$ cat src/rtl/bcd_time_loader.sv
// Loads an hh:mm:ss time given as BCD digits into binary registers.
// Inputs are range-checked first, then converted by a 7-step reverse double-dabble.
//
// state | meaning
// IDLE  | waiting for start; digits latched on the accepting edge
// CHECK | range-check the latched digits; reject or seed the work registers
// SHIFT | seven reverse double-dabble iterations on all three fields
// LOAD  | copy binary results to the outputs and pulse done
module bcd_time_loader #(
    parameter int MAX_HORA   = 23,
    parameter int MAX_MINSEG = 59
) (
    input  logic       clk_c,
    input  logic       rst_c,
    input  logic       start,
    input  logic [3:0] hora2,
    input  logic [3:0] hora1,
    input  logic [3:0] min2,
    input  logic [3:0] min1,
    input  logic [3:0] seg2,
    input  logic [3:0] seg1,
    output logic [5:0] horas,
    output logic [5:0] minutos,
    output logic [5:0] segundos,
    output logic       busy,
    output logic       done,
    output logic       error
);

    typedef enum logic [1:0] {
        IDLE  = 2'd0,
        CHECK = 2'd1,
        SHIFT = 2'd2,
        LOAD  = 2'd3
    } state_t;

    localparam logic [7:0] MAX_H  = 8'(MAX_HORA);
    localparam logic [7:0] MAX_MS = 8'(MAX_MINSEG);
    localparam logic [2:0] LAST_ITER = 3'd6;

    state_t      state;
    state_t      state_nxt;

    logic [3:0]  d_h2, d_h1, d_m2, d_m1, d_s2, d_s1;
    logic [14:0] wr_h, wr_m, wr_s;
    logic [2:0]  iter_cnt;

    logic [7:0]  val_h, val_m, val_s;
    logic        digit_bad;
    logic        range_bad;
    logic        reject;

    // One reverse double-dabble step: shift right, then pull each BCD nibble
    // that reached 8 or more back down by 3.
    function automatic logic [14:0] dd_step(input logic [14:0] r);
        logic [14:0] s;
        s = r >> 1;
        if (s[14:11] >= 4'd8)
            s[14:11] = s[14:11] - 4'd3;
        if (s[10:7] >= 4'd8)
            s[10:7] = s[10:7] - 4'd3;
        return s;
    endfunction

    always_comb begin
        val_h = ({4'd0, d_h2} * 8'd10) + {4'd0, d_h1};
        val_m = ({4'd0, d_m2} * 8'd10) + {4'd0, d_m1};
        val_s = ({4'd0, d_s2} * 8'd10) + {4'd0, d_s1};

        digit_bad = (d_h2 > 4'd9) || (d_h1 > 4'd9) ||
                    (d_m2 > 4'd9) || (d_m1 > 4'd9) ||
                    (d_s2 > 4'd9) || (d_s1 > 4'd9);
        range_bad = (val_h > MAX_H) || (val_m > MAX_MS) || (val_s > MAX_MS);
        reject    = digit_bad || range_bad;
    end

    always_ff @(posedge clk_c or posedge rst_c) begin
        if (rst_c)
            state <= IDLE;
        else
            state <= state_nxt;
    end

    always_comb begin
        state_nxt = state;
        case (state)
            IDLE:    if (start) state_nxt = CHECK;
            CHECK:   state_nxt = reject ? IDLE : SHIFT;
            SHIFT:   if (iter_cnt == LAST_ITER) state_nxt = LOAD;
            LOAD:    state_nxt = IDLE;
            default: state_nxt = IDLE;
        endcase
    end

    assign busy = (state != IDLE);

    always_ff @(posedge clk_c or posedge rst_c) begin
        if (rst_c) begin
            d_h2     <= '0;
            d_h1     <= '0;
            d_m2     <= '0;
            d_m1     <= '0;
            d_s2     <= '0;
            d_s1     <= '0;
            wr_h     <= '0;
            wr_m     <= '0;
            wr_s     <= '0;
            iter_cnt <= '0;
            horas    <= '0;
            minutos  <= '0;
            segundos <= '0;
            done     <= 1'b0;
            error    <= 1'b0;
        end else begin
            done  <= 1'b0;
            error <= 1'b0;
            case (state)
                IDLE: begin
                    if (start) begin
                        d_h2 <= hora2;
                        d_h1 <= hora1;
                        d_m2 <= min2;
                        d_m1 <= min1;
                        d_s2 <= seg2;
                        d_s1 <= seg1;
                    end
                end
                CHECK: begin
                    if (reject) begin
                        error <= 1'b1;
                    end else begin
                        wr_h     <= {d_h2, d_h1, 7'b0};
                        wr_m     <= {d_m2, d_m1, 7'b0};
                        wr_s     <= {d_s2, d_s1, 7'b0};
                        iter_cnt <= '0;
                    end
                end
                SHIFT: begin
                    wr_h     <= dd_step(wr_h);
                    wr_m     <= dd_step(wr_m);
                    wr_s     <= dd_step(wr_s);
                    iter_cnt <= iter_cnt + 3'd1;
                end
                LOAD: begin
                    horas    <= wr_h[5:0];
                    minutos  <= wr_m[5:0];
                    segundos <= wr_s[5:0];
                    iter_cnt <= '0;
                    done     <= 1'b1;
                end
                default: ;
            endcase
        end
    end

endmodule

$ cat config.mk
export PLATFORM = sky130hd
export DESIGN_NAME = bcd_time_loader
export DESIGN_NICKNAME = d
export VERILOG_FILES = /design/src/rtl/bcd_time_loader.sv
export SDC_FILE = /design/constraint.sdc
export NUM_CORES = 1
export LEC_CHECK = 0
export ABC_CLOCK_PERIOD_IN_PS = 9200
export BUFFER_PORTS_ARGS = -buffer_cell sky130_fd_sc_hd__buf_2
export CORE_ASPECT_RATIO = 1.4
export CORE_UTILIZATION = 55
export CTS_BUF_LIST = sky130_fd_sc_hd__clkbuf_8
export CTS_CLUSTER_SIZE = 12
export DETAILED_ROUTE_END_ITERATION = 10
export GPL_ROUTABILITY_DRIVEN = 0
export MAX_ROUTING_LAYER = met4
export PLACE_DENSITY = 0.74
export SETUP_SLACK_MARGIN = 0.2
export SYNTH_ARGS = -nofsm -noshare
export SYNTH_HDL_FRONTEND = slang
export SYNTH_SLANG_ARGS = --single-unit
$ cat constraint.sdc
create_clock -name clk_c -period 9.2 [get_ports clk_c]
set_input_delay 0.46 -clock clk_c [delete_from_list [all_inputs] [get_ports clk_c]]
set_output_delay 0.46 -clock clk_c [all_outputs]
set_load 0.01 [all_outputs]
Word level (Yosys, flattened, before mapping). Index checks and enable logic that the tools add are counted.

Word-level logic and storage cells: 88. Input port bits: 27. Register bits after elaboration: 94. Memories kept: 0. Bits in read-only memories: 0. Output and inout port bits: 21. Bits in latches: 0. Memory bits (writable): 0.

Multiply operators: 3. Reductions and logical operators: 16. Magnitude comparators: 15. Mux-type cells: 21. Shifts and indexed selects: 0. Eq/ne operators: 7. Divide/modulo/power cells: 0. Bitwise gates (word level): 0. Add/sub/neg operators: 10.

Operators by type and width (count): one-hot mux 15 bit (2 select lines) (3); 2-to-1 mux 15 bit (3); adder 8 x 4 -> 8 bit (3); greater-than comparator 4 bit, second input constant (6); 2-to-1 mux 4 bit (6); multiplier 4 x 3 -> 7 bit, second input constant (3); greater-than comparator 8 x 6 -> 1 bit, second input constant (2); >= comparator 3 x 4 -> 1 bit, second input constant (3); >= comparator 4 bit, second input constant (3); subtractor 3 x 2 -> 4 bit, second input constant (3); subtractor 4 x 2 -> 4 bit, second input constant (3); one-hot mux 3 bit (3 select lines) (1); greater-than comparator 8 x 5 -> 1 bit, second input constant (1); logical OR 1 bit (8); one-hot mux 2 bit (4 select lines) (1); AND reduction 2 bit (4); 2-to-1 mux 2 bit (3); inequality test 2 bit, second input constant (3); == test 2 bit, second input constant (2); nonzero test 2 bit (2); adder 3 x 1 -> 3 bit, second input constant (1); == test 3 bit, second input constant (1); 2-to-1 mux 1 bit (3); 2-to-1 mux 3 bit (1); other kinds (3) (3).

Logic depth before layout (Yosys ltp). Gate-level depths: netlist (run 1).

Depth in word-level cells: 9. Mapped depth: 10. Gate-level depth less buffers: 9.

Worst setup path before layout (run 1). Ideal clock, no wire load.

Path kind: flip-flop to flip-flop. From: register d_s2[1]. To: register iter_cnt[1]. Stages on the path, launching flop included: 11. Slack: 6.085 ns. Setup time: 0.120 ns. Buffers on the path: 1. Data required time: 9.080 ns. Arrival: 2.995 ns. Clock period less this slack: 3.115 ns. Path through: dfrtp_1 > ha_1 > ha_1 > fa_1 > nand2_1 > or4_4 > nand3_2 > o211ai_4 > or3_4 > buf_6 > a31o_1.

Word-level cells in the longest chain between the ends: 7. Elaborated cells between the ends (all ways): 10. Those cells by class: add/sub: 1; mul: 1; order compare: 2; eq/ne: 1; reduce/logical: 5.

RTL lines: start: declaration (RTL line 44) `logic [3:0] d_h2, d_h1, d_m2, d_m1, d_s2, d_s1;`; start signal: assignment (RTL line 124) `d_s2 <= seg2;`; multiplier 4 x 3 -> 7 bit (RTL line 68) `val_s = ({4'd0, d_s2} * 8'd10) + {4'd0, d_s1};`; adder 8 x 4 -> 8 bit (RTL line 68); greater-than comparator 8 x 6 -> 1 bit (RTL line 73) `range_bad = (val_h > MAX_H) || (val_m > MAX_MS) || (val_s > MAX_MS);`; logical OR 1 bit (RTL line 73); logical OR 1 bit (*) (RTL line 74) `reject = digit_bad || range_bad;`; inequality test 2 bit (no line) (*); AND reduction 2 bit (no line) (*); end signal: assignment (RTL line 142) `iter_cnt <= iter_cnt + 3'd1;`; end: declaration (RTL line 46) `logic [2:0] iter_cnt;`.

Mark *: on every way between the ends. The rest lies on a longest branch, timed or not. A chain may end at the register's enable or synchronous reset.

Worst setup path in the final report (run 1).
From: register d_s2[1]. To: register wr_h[12].

Word-level cells in the longest chain between the ends: 7. Elaborated cells between the ends (all ways): 10. Those cells by class: add/sub: 1; mul: 1; order compare: 2; eq/ne: 1; reduce/logical: 5.

RTL lines: multiplier 4 x 3 -> 7 bit (RTL line 68); adder 8 x 4 -> 8 bit (RTL line 68); greater-than comparator 8 x 6 -> 1 bit (RTL line 73); logical OR 1 bit (RTL line 73); logical OR 1 bit (*) (RTL line 74); inequality test 2 bit (no line) (*); AND reduction 2 bit (no line) (*); end signal: assignment (RTL line 132) `wr_h <= {d_h2, d_h1, 7'b0};`; end signal: assignment (RTL line 139) `wr_h <= dd_step(wr_h);`; end: declaration (RTL line 45) `logic [14:0] wr_h, wr_m, wr_s;`.

Marks and branches as above.

==> metrics.yaml, run 1 <==
die:
  die_y_microns: 119
  dieArea_sq_um: 10100
  io_pins: 48
  core_region_area_sq_um: 9460
  rows: 42
  die_x_microns: 85.4
  start_util_pct: 56.6
global_route:
  gr-total-overflow: 0
  met2_usage_pct: 40.9
  grt_pass1_wl_microns: 19700
  top_usage_layer: "met2"
  grt_use_met3_pct: 2.72
  antenna_found_initial: 0
  gr-usage-met1_pct: 31.6
  grt_max_degree: 62
  grt_usage_pct: 25.0
  grt_pass1_vias: 4187
worst_hold_path:
  hold_path.class: "in2async"
clocking:
  cts_tree: "built"
  numCtsBuffers: 9
  root_buffer: "clkbuf_8"
  cts_setup_buffers: 0
  path_clk_slew_ns: 0.09
  cts.sinks: 94
  htree_levels: 3
  clock_latency_ns: 0.37
  cts_resized: 0
  hold_buffers: 0
  clockBufferDepth: 2
worst_setup_path:
  crit_buf_inv: 0
  critPathMaxStageDelay_ns: 0.68
  r2r.worst_path.cells: 9
  crit_chain: "ha_1, ha_1, fa_1, nand2_1, or4_4, nand3_2, o211ai_4, or3_4, o311ai_0"
  crit_required_ns: 9.43
  worstSetupEndpointType: "flop"
  critPathSlowestCell: "or3_4"
  cpMostUsedCell: "ha_1"
  cp_top_family: "simple AND/OR/NAND/NOR gates"
  path_class: "reg2reg"
  path_depth: 9
  crit_arrival_ns: 4.08
  critPathLaunchType: "flop"
  critPathMaxFanout: 45
route:
  num_vias: 4185
  dr.pass1.iters: 5
  avgRoutedWirePerCell_microns: 17.0
  viasPerCell: 6.21
  routed_wl_microns: 11400
  drc: 0
  drtIter0Drc: 381
  drtAntennaViolNets: 0
final_layout:
  area_growth_pct: 8.97
  fin_nets: 621
  fin_util_pct: 61.7
  drive_gt1_share_pct: 19.3
  diodes: 0
sta:
  hold_viol_final: 0
  fin_hold_ws_ns: 0.109
  relSlewSlack_pct: 26.5
  setup_violations: 0
  fin_tns_setup_ns: 0
  period_share_pct: 41.9
  tightest_slew_ns: 1.10
  rsz0062_at_grt: "false"
  fin_worst_skew_ns: 0.00892
  layout_min_cycle_time_ns: 3.85
  fmax_ghz: 0.260
  drv_slew: 0
power:
  p_int_uw: 779
  switchingPower_uw: 472
  swShare_pct: 37.8
  leakagePower_uw: 0.00271
  clkPwrFrac_pct: 23.1
  power.density_nw_per_um2: 214
  combPwrFrac_pct: 33.2
  vdd_ir_drop_max_mv: 0.144
  p_seq_share_pct: 43.7
placement:
  io_buffers: 47
  hpwl_microns: 7540
logic_synthesis:
  syn_avg_cell_area_sq_um: 10.1
  syn_inst: 533
  synth_cell_type_count: 50
  seq_area_frac_synth_pct: 43.9
  synthArstFlopShare_pct: 100
  ys_warn_count: 0
  synth-seq-cells: 94
  synth_edf_count: 0
  synth_flop_cell: "dfrtp_1"
  syn-cell-area_sq_um: 5360
  syn_nets: 595
run_status:
  outcome: "completed"
job:
  maxCapViolCount: 0
-- sequential cells by signal, indices dropped and copies added, names as in the netlist, 3 cells and up, named ones only --
name / cells
d_h1: 4
d_h2: 4
d_m1: 4
d_m2: 4
d_s1: 4
d_s2: 4
horas: 6
iter_cnt: 3
minutos: 6
segundos: 6
wr_h: 15
wr_m: 15
wr_s: 15
-- layout make-up --
| cell class | count | area (sq um) |
|---|---|---|
| sequential | 94 | 2350 |
| fill | 807 | 3620 |
| clock buffer | 11 | 151 |
| tap | 110 | 138 |
| inverter | 41 | 155 |
| multi-input combinational | 358 | 2690 |
| clock inverter | 5 | 57.6 |
| timing repair buffer | 55 | 295 |
-- worst paths after layout --
path	slack, ns	end	start
worst max-delay path	5.35	wr_h[12]$_DFFE_PP0P_	d_s2[1]$_DFFE_PP0P_
worst min-delay path	0.11	segundos[4]$_DFFE_PP0P_	rst_c
worst max register to register	5.35	wr_h[12]$_DFFE_PP0P_	d_s2[1]$_DFFE_PP0P_
worst min register to register	0.50	wr_h[14]$_DFFE_PP0P_	wr_h[14]$_DFFE_PP0P_
max in group asynchronous	7.92	wr_s[9]$_DFFE_PP0P_	rst_c
min in group clk_c	0.29	d_h1[0]$_DFFE_PP0P_	hora1[0]
-- Yosys cell counts, types with 3 or more instances --
cell      count  share of area (%)
xnor2_1      10                1.6
clkbuf_1     33                2.3
o31ai_1      22                3.1
buf_2         3               0.28
nor2_1        5               0.35
o311ai_1     18                2.9
xor2_1        5               0.82
o21ai_0      35                3.3
nor2b_1       4               0.47
and3_1        3               0.35
o22ai_1      23                2.7
a21oi_1      27                2.5
o211ai_1     13                1.8
o221ai_1      6               0.98
mux2i_1       3               0.56
dfrtp_1      94                 44
fa_1          6                2.2
nor3_1        5               0.47
nand2_1      61                4.3
ha_1         29                6.8
inv_1        40                2.8
o311ai_0     24                3.9
mux2_2       27                5.7
-- placed cells by master, fill, tap and decap left out, drive strengths merged, types with 7 or more instances in the layout --
cell type / instances
o21ai: 35
buf: 55
dfrtp: 94
o211ai: 14
ha: 29
o311ai: 42
o221ai: 7
a21oi: 28
xnor2: 10
clkbuf: 11
o31ai: 22
mux2: 27
inv: 39
nand2: 61
o22ai: 23
-- per-layer routing --
layer | vias up | share of wire (%)
met5 | - | 0
li1 | 2022 | -
met2 | 94 | 52
met4 | 0 | 1.8
met3 | 17 | 3.0
met1 | 2052 | 44
-- power by group through the flow --
stage | logic [uW] | registers, uW | clock network (uW)
after detailed placement | 413 | 554 | 0
after floorplan | 332 | 532 | 0
after CTS | 415 | 546 | 295
after global placement | 395 | 549 | 0
final | 415 | 547 | 289
after global routing | 466 | 557 | 309
-- kinds of logic (layout without fill, tap and decap cells) --
group                      count (synthesis)  count (layout)  share of synthesized area (%)
AOI/OAI and AO/OA                        183             183                           23.8
adders and majority gates                 35              35                           9.01
and+or+nand+nor                           94              94                           8.10
DFF                                       94              94                           43.9
buffers and inverters                     81             112                           6.03
muxes                                     30              30                           6.24
xor gates and xnor gates                  16              16                           2.87
-- through the flow --
step           cell area [sq um]  instances  setup WS (ns)  total power [uW]
5_1_grt                     5840        674           5.14              1330
3_3_place_gp                5630        658           5.56               944
6_report                    5840        674           5.35              1250
2_1_floorplan               5360        533           6.08               865
4_1_cts                     5840        674           5.36              1260
3_5_place_dp                5630        658           5.35               967
Note: power is estimated with default switching activity, not from simulation.
==> run 2: changes to the inputs <==
ABC_CLOCK_PERIOD_IN_PS = 3800   (was 9200)
clock period = 3.8 ns   (was 9.2 ns; I/O delays follow)
==> run 2 against run 1 <==
Sequential share of layout area is 0.52 points lower. Combinational power grew to 2.6 times the previous value. Register-to-register slack worse by 5.1 ns. Setup slack worse by 5.1 ns. Routed wire length is 3.2% higher. Sequential power is 140% higher. Clock skew is 0.0018 ns higher. Non-clock buffer count is 8 higher. Worst hold slack worse by 0.089 ns. First-iteration DRC count is 22% lower. Maximum frequency is 8.7% higher. Largest cell class unchanged. Largest power group unchanged. Highest routed layer unchanged.
==> metrics.yaml, run 2 (synthesis gave the netlist of run 1 again) <==
global_route:
  grt_pass1_wl_microns: 19900  # +1.2%
  antenna_found_initial: 0  # unchanged
  grt_pass1_vias: 4188  # +0.024%
  grt_max_degree: 48  # -23%
  grt_usage_pct: 25.4  # +0.34 points
  gr-total-overflow: 0  # unchanged
sta:
  setup_violations: 0  # unchanged
  tightest_slew_ns: 0.880  # -0.218 ns
  fin_worst_skew_ns: 0.0107  # +0.00183 ns
  hold_viol_final: 0  # unchanged
  period_share_pct: 93.2  # +51 points
  drv_slew: 0  # unchanged
  fin_tns_setup_ns: 0  # unchanged
  fin_hold_ws_ns: 0.0207  # -0.0886 ns
  layout_min_cycle_time_ns: 3.54  # -0.308 ns
  rsz0062_at_grt: "true"
  relSlewSlack_pct: 41.2  # +15 points
  fmax_ghz: 0.282  # +8.7%
worst_setup_path:
  cp-startpoint: "d_s2[1]$_DFFE_PP0P_"
  r2r-end: "wr_m[12]$_DFFE_PP0P_"
  worstSetupEndpointType: "flop"
  crit_arrival_ns: 3.77  # -0.31 ns
  r2r_slack_ns: 0.26  # -5.09 ns
  r2r_start: "d_s2[1]$_DFFE_PP0P_"
  path_class: "reg2reg"
  critPathMaxFanout: 18  # -60%
  crit_required_ns: 4.02  # -5.41 ns
  critPathLaunchType: "flop"
  r2r.worst_path.cells: 10  # +1
  crit_end: "wr_m[12]$_DFFE_PP0P_"
route:
  top_layer: "met4"
  wl_met2_microns: 6060  # +2.8%
  drtAntennaViolNets: 0  # unchanged
  viasPerCell: 6.36  # +2.4%
  met3_length_microns: 346  # -0.29%
  dr.pass1.iters: 5  # unchanged
  avgRoutedWirePerCell_microns: 17.3  # +1.9%
  drc: 0  # unchanged
  drtIter0Drc: 298  # -22%
  num_vias: 4343  # +3.8%
  routed_wl_microns: 11800  # +3.2%
  wl_met1_microns: 5190  # +3.8%
final_layout:
  area_growth_pct: 10.5
  drive_gt1_share_pct: 20.8  # +1.4 points
  fin_util_pct: 62.6  # +0.85 points
  final_common_cell: "dfrtp_1"
  reg_top3: "wr_h x15, wr_m x15, wr_s x15"
  finalInstanceArea_sq_um: 5920  # +1.4%
  fin_nets: 630  # +1.4%
  layout_common_cells: "93 x dfrtp_1, 61 x nand2_1, 47 x buf_2"
  diodes: 0  # unchanged
clocking:
  htree_levels: 3  # unchanged
  clockBufferDepth: 2  # unchanged
  numCtsBuffers: 9  # unchanged
  clock_latency_ns: 0.37  # about the same
  root_buffer: "clkbuf_8"
  cts_tree: "built"
  path_clk_slew_ns: 0.09  # about the same
  cts.sinks: 94  # unchanged
die:
  die_x_microns: 85.4  # unchanged
  dieArea_sq_um: 10100  # unchanged
  die_y_microns: 119  # unchanged
  rows: 42  # unchanged
  io_pins: 48  # unchanged
  core_region_area_sq_um: 9460  # unchanged
  start_util_pct: 56.6  # unchanged
power:
  power.density_nw_per_um2: 518  # +140%
  leakagePower_uw: 0.00274  # +1.1%
  vdd_ir_drop_max_mv: 0.337  # +130%
placement:
  hpwl_microns: 7910  # +5.0%
  dpl_cell_area_sq_um: 5670  # +0.80%
  io_buffers: 47  # unchanged
run_status:
  outcome: "completed"
worst_hold_path:
  hold_path.class: "in2reg"
  hold_start: "hora2[2]"
job:
  maxCapViolCount: 0  # unchanged
==> run 2: cell count changes in the layout (fill, tap and decap cells not counted), moves of 2 or more <==
cell,previous run,this run
clkbuf_8,11,9
clkinvlp_4,0,3
buf_4,8,15
clkinv_4,2,0
==> run 2: critical path, cell delays in order (launching register included) <==
cell      delay (ns)
dfrtp_1         0.46
ha_1            0.33
ha_1            0.23
fa_1            0.55
nand2_1         0.12
or4_4           0.49
nand3_2         0.12
o211ai_4        0.21
buf_4           0.27
o311ai_0        0.43
o311ai_1        0.18
==> run 2: worst min-delay path by stage <==
stage / end / slack (ns) / cells after the start
final: d_h2[2]$_DFFE_PP0P_ / 0.02 / 3
after global placement: segundos[3]$_DFFE_PP0P_ / 0.34 / 2
after CTS: d_h2[2]$_DFFE_PP0P_ / 0.009 / 3
after detailed placement: wr_s[2]$_DFFE_PP0P_ / 0.34 / 2
after global routing: d_m1[3]$_DFFE_PP0P_ / 0.03 / 3
after floorplan: d_h1[0]$_DFFE_PP0P_ / 0.31 / 2
==> run 2: what timing repair did <==
action,CTS,global route
setup buffers,0,1
gates cloned,0,1
endpoints found under the setup margin,2,27
hold endpoints to repair,43,0
gates resized for setup,2,4
pin swaps,0,2
hold buffers,1,0
==> run 2: layout make-up <==
type | count | area, sq um
Timing Repair Buffer | 63 | 358
Tap cell | 110 | 138
Sequential cell | 94 | 2350
Clock buffer | 9 | 124
Inverter | 41 | 155
Fill cell | 786 | 3540
Clock inverter | 7 | 66.3
Multi-Input combinational cell | 359 | 2720
==> run 2: power by group <==
part	switching, uW	leakage, uW	internal (uW)	total [uW]
Clock	361	0.0000924	299	660
Sequential	169	0.00126	1150	1320
Combinational	650	0.00139	434	1080
Total	1180	0.00274	1890	3070
==> run 2: layer usage <==
| layer | track usage (%) | up-vias |
|---|---|---|
| li1 | - | 2043 |
| met2 | 41.3 | 109 |
| met5 | - | - |
| met3 | 3.21 | 20 |
| met1 | 32.3 | 2171 |
| met4 | 9.38 | 0 |
==> run 2: through the flow <==
step / setup slack (ns) / total power (uW) / std cells
after floorplan: 0.685 / 2090 / 533
after global placement: 0.349 / 2320 / 664
after detailed placement: 0.175 / 2370 / 664
after CTS: 0.214 / 3050 / 681
after global routing: 0.167 / 3270 / 683
final: 0.257 / 3070 / 683
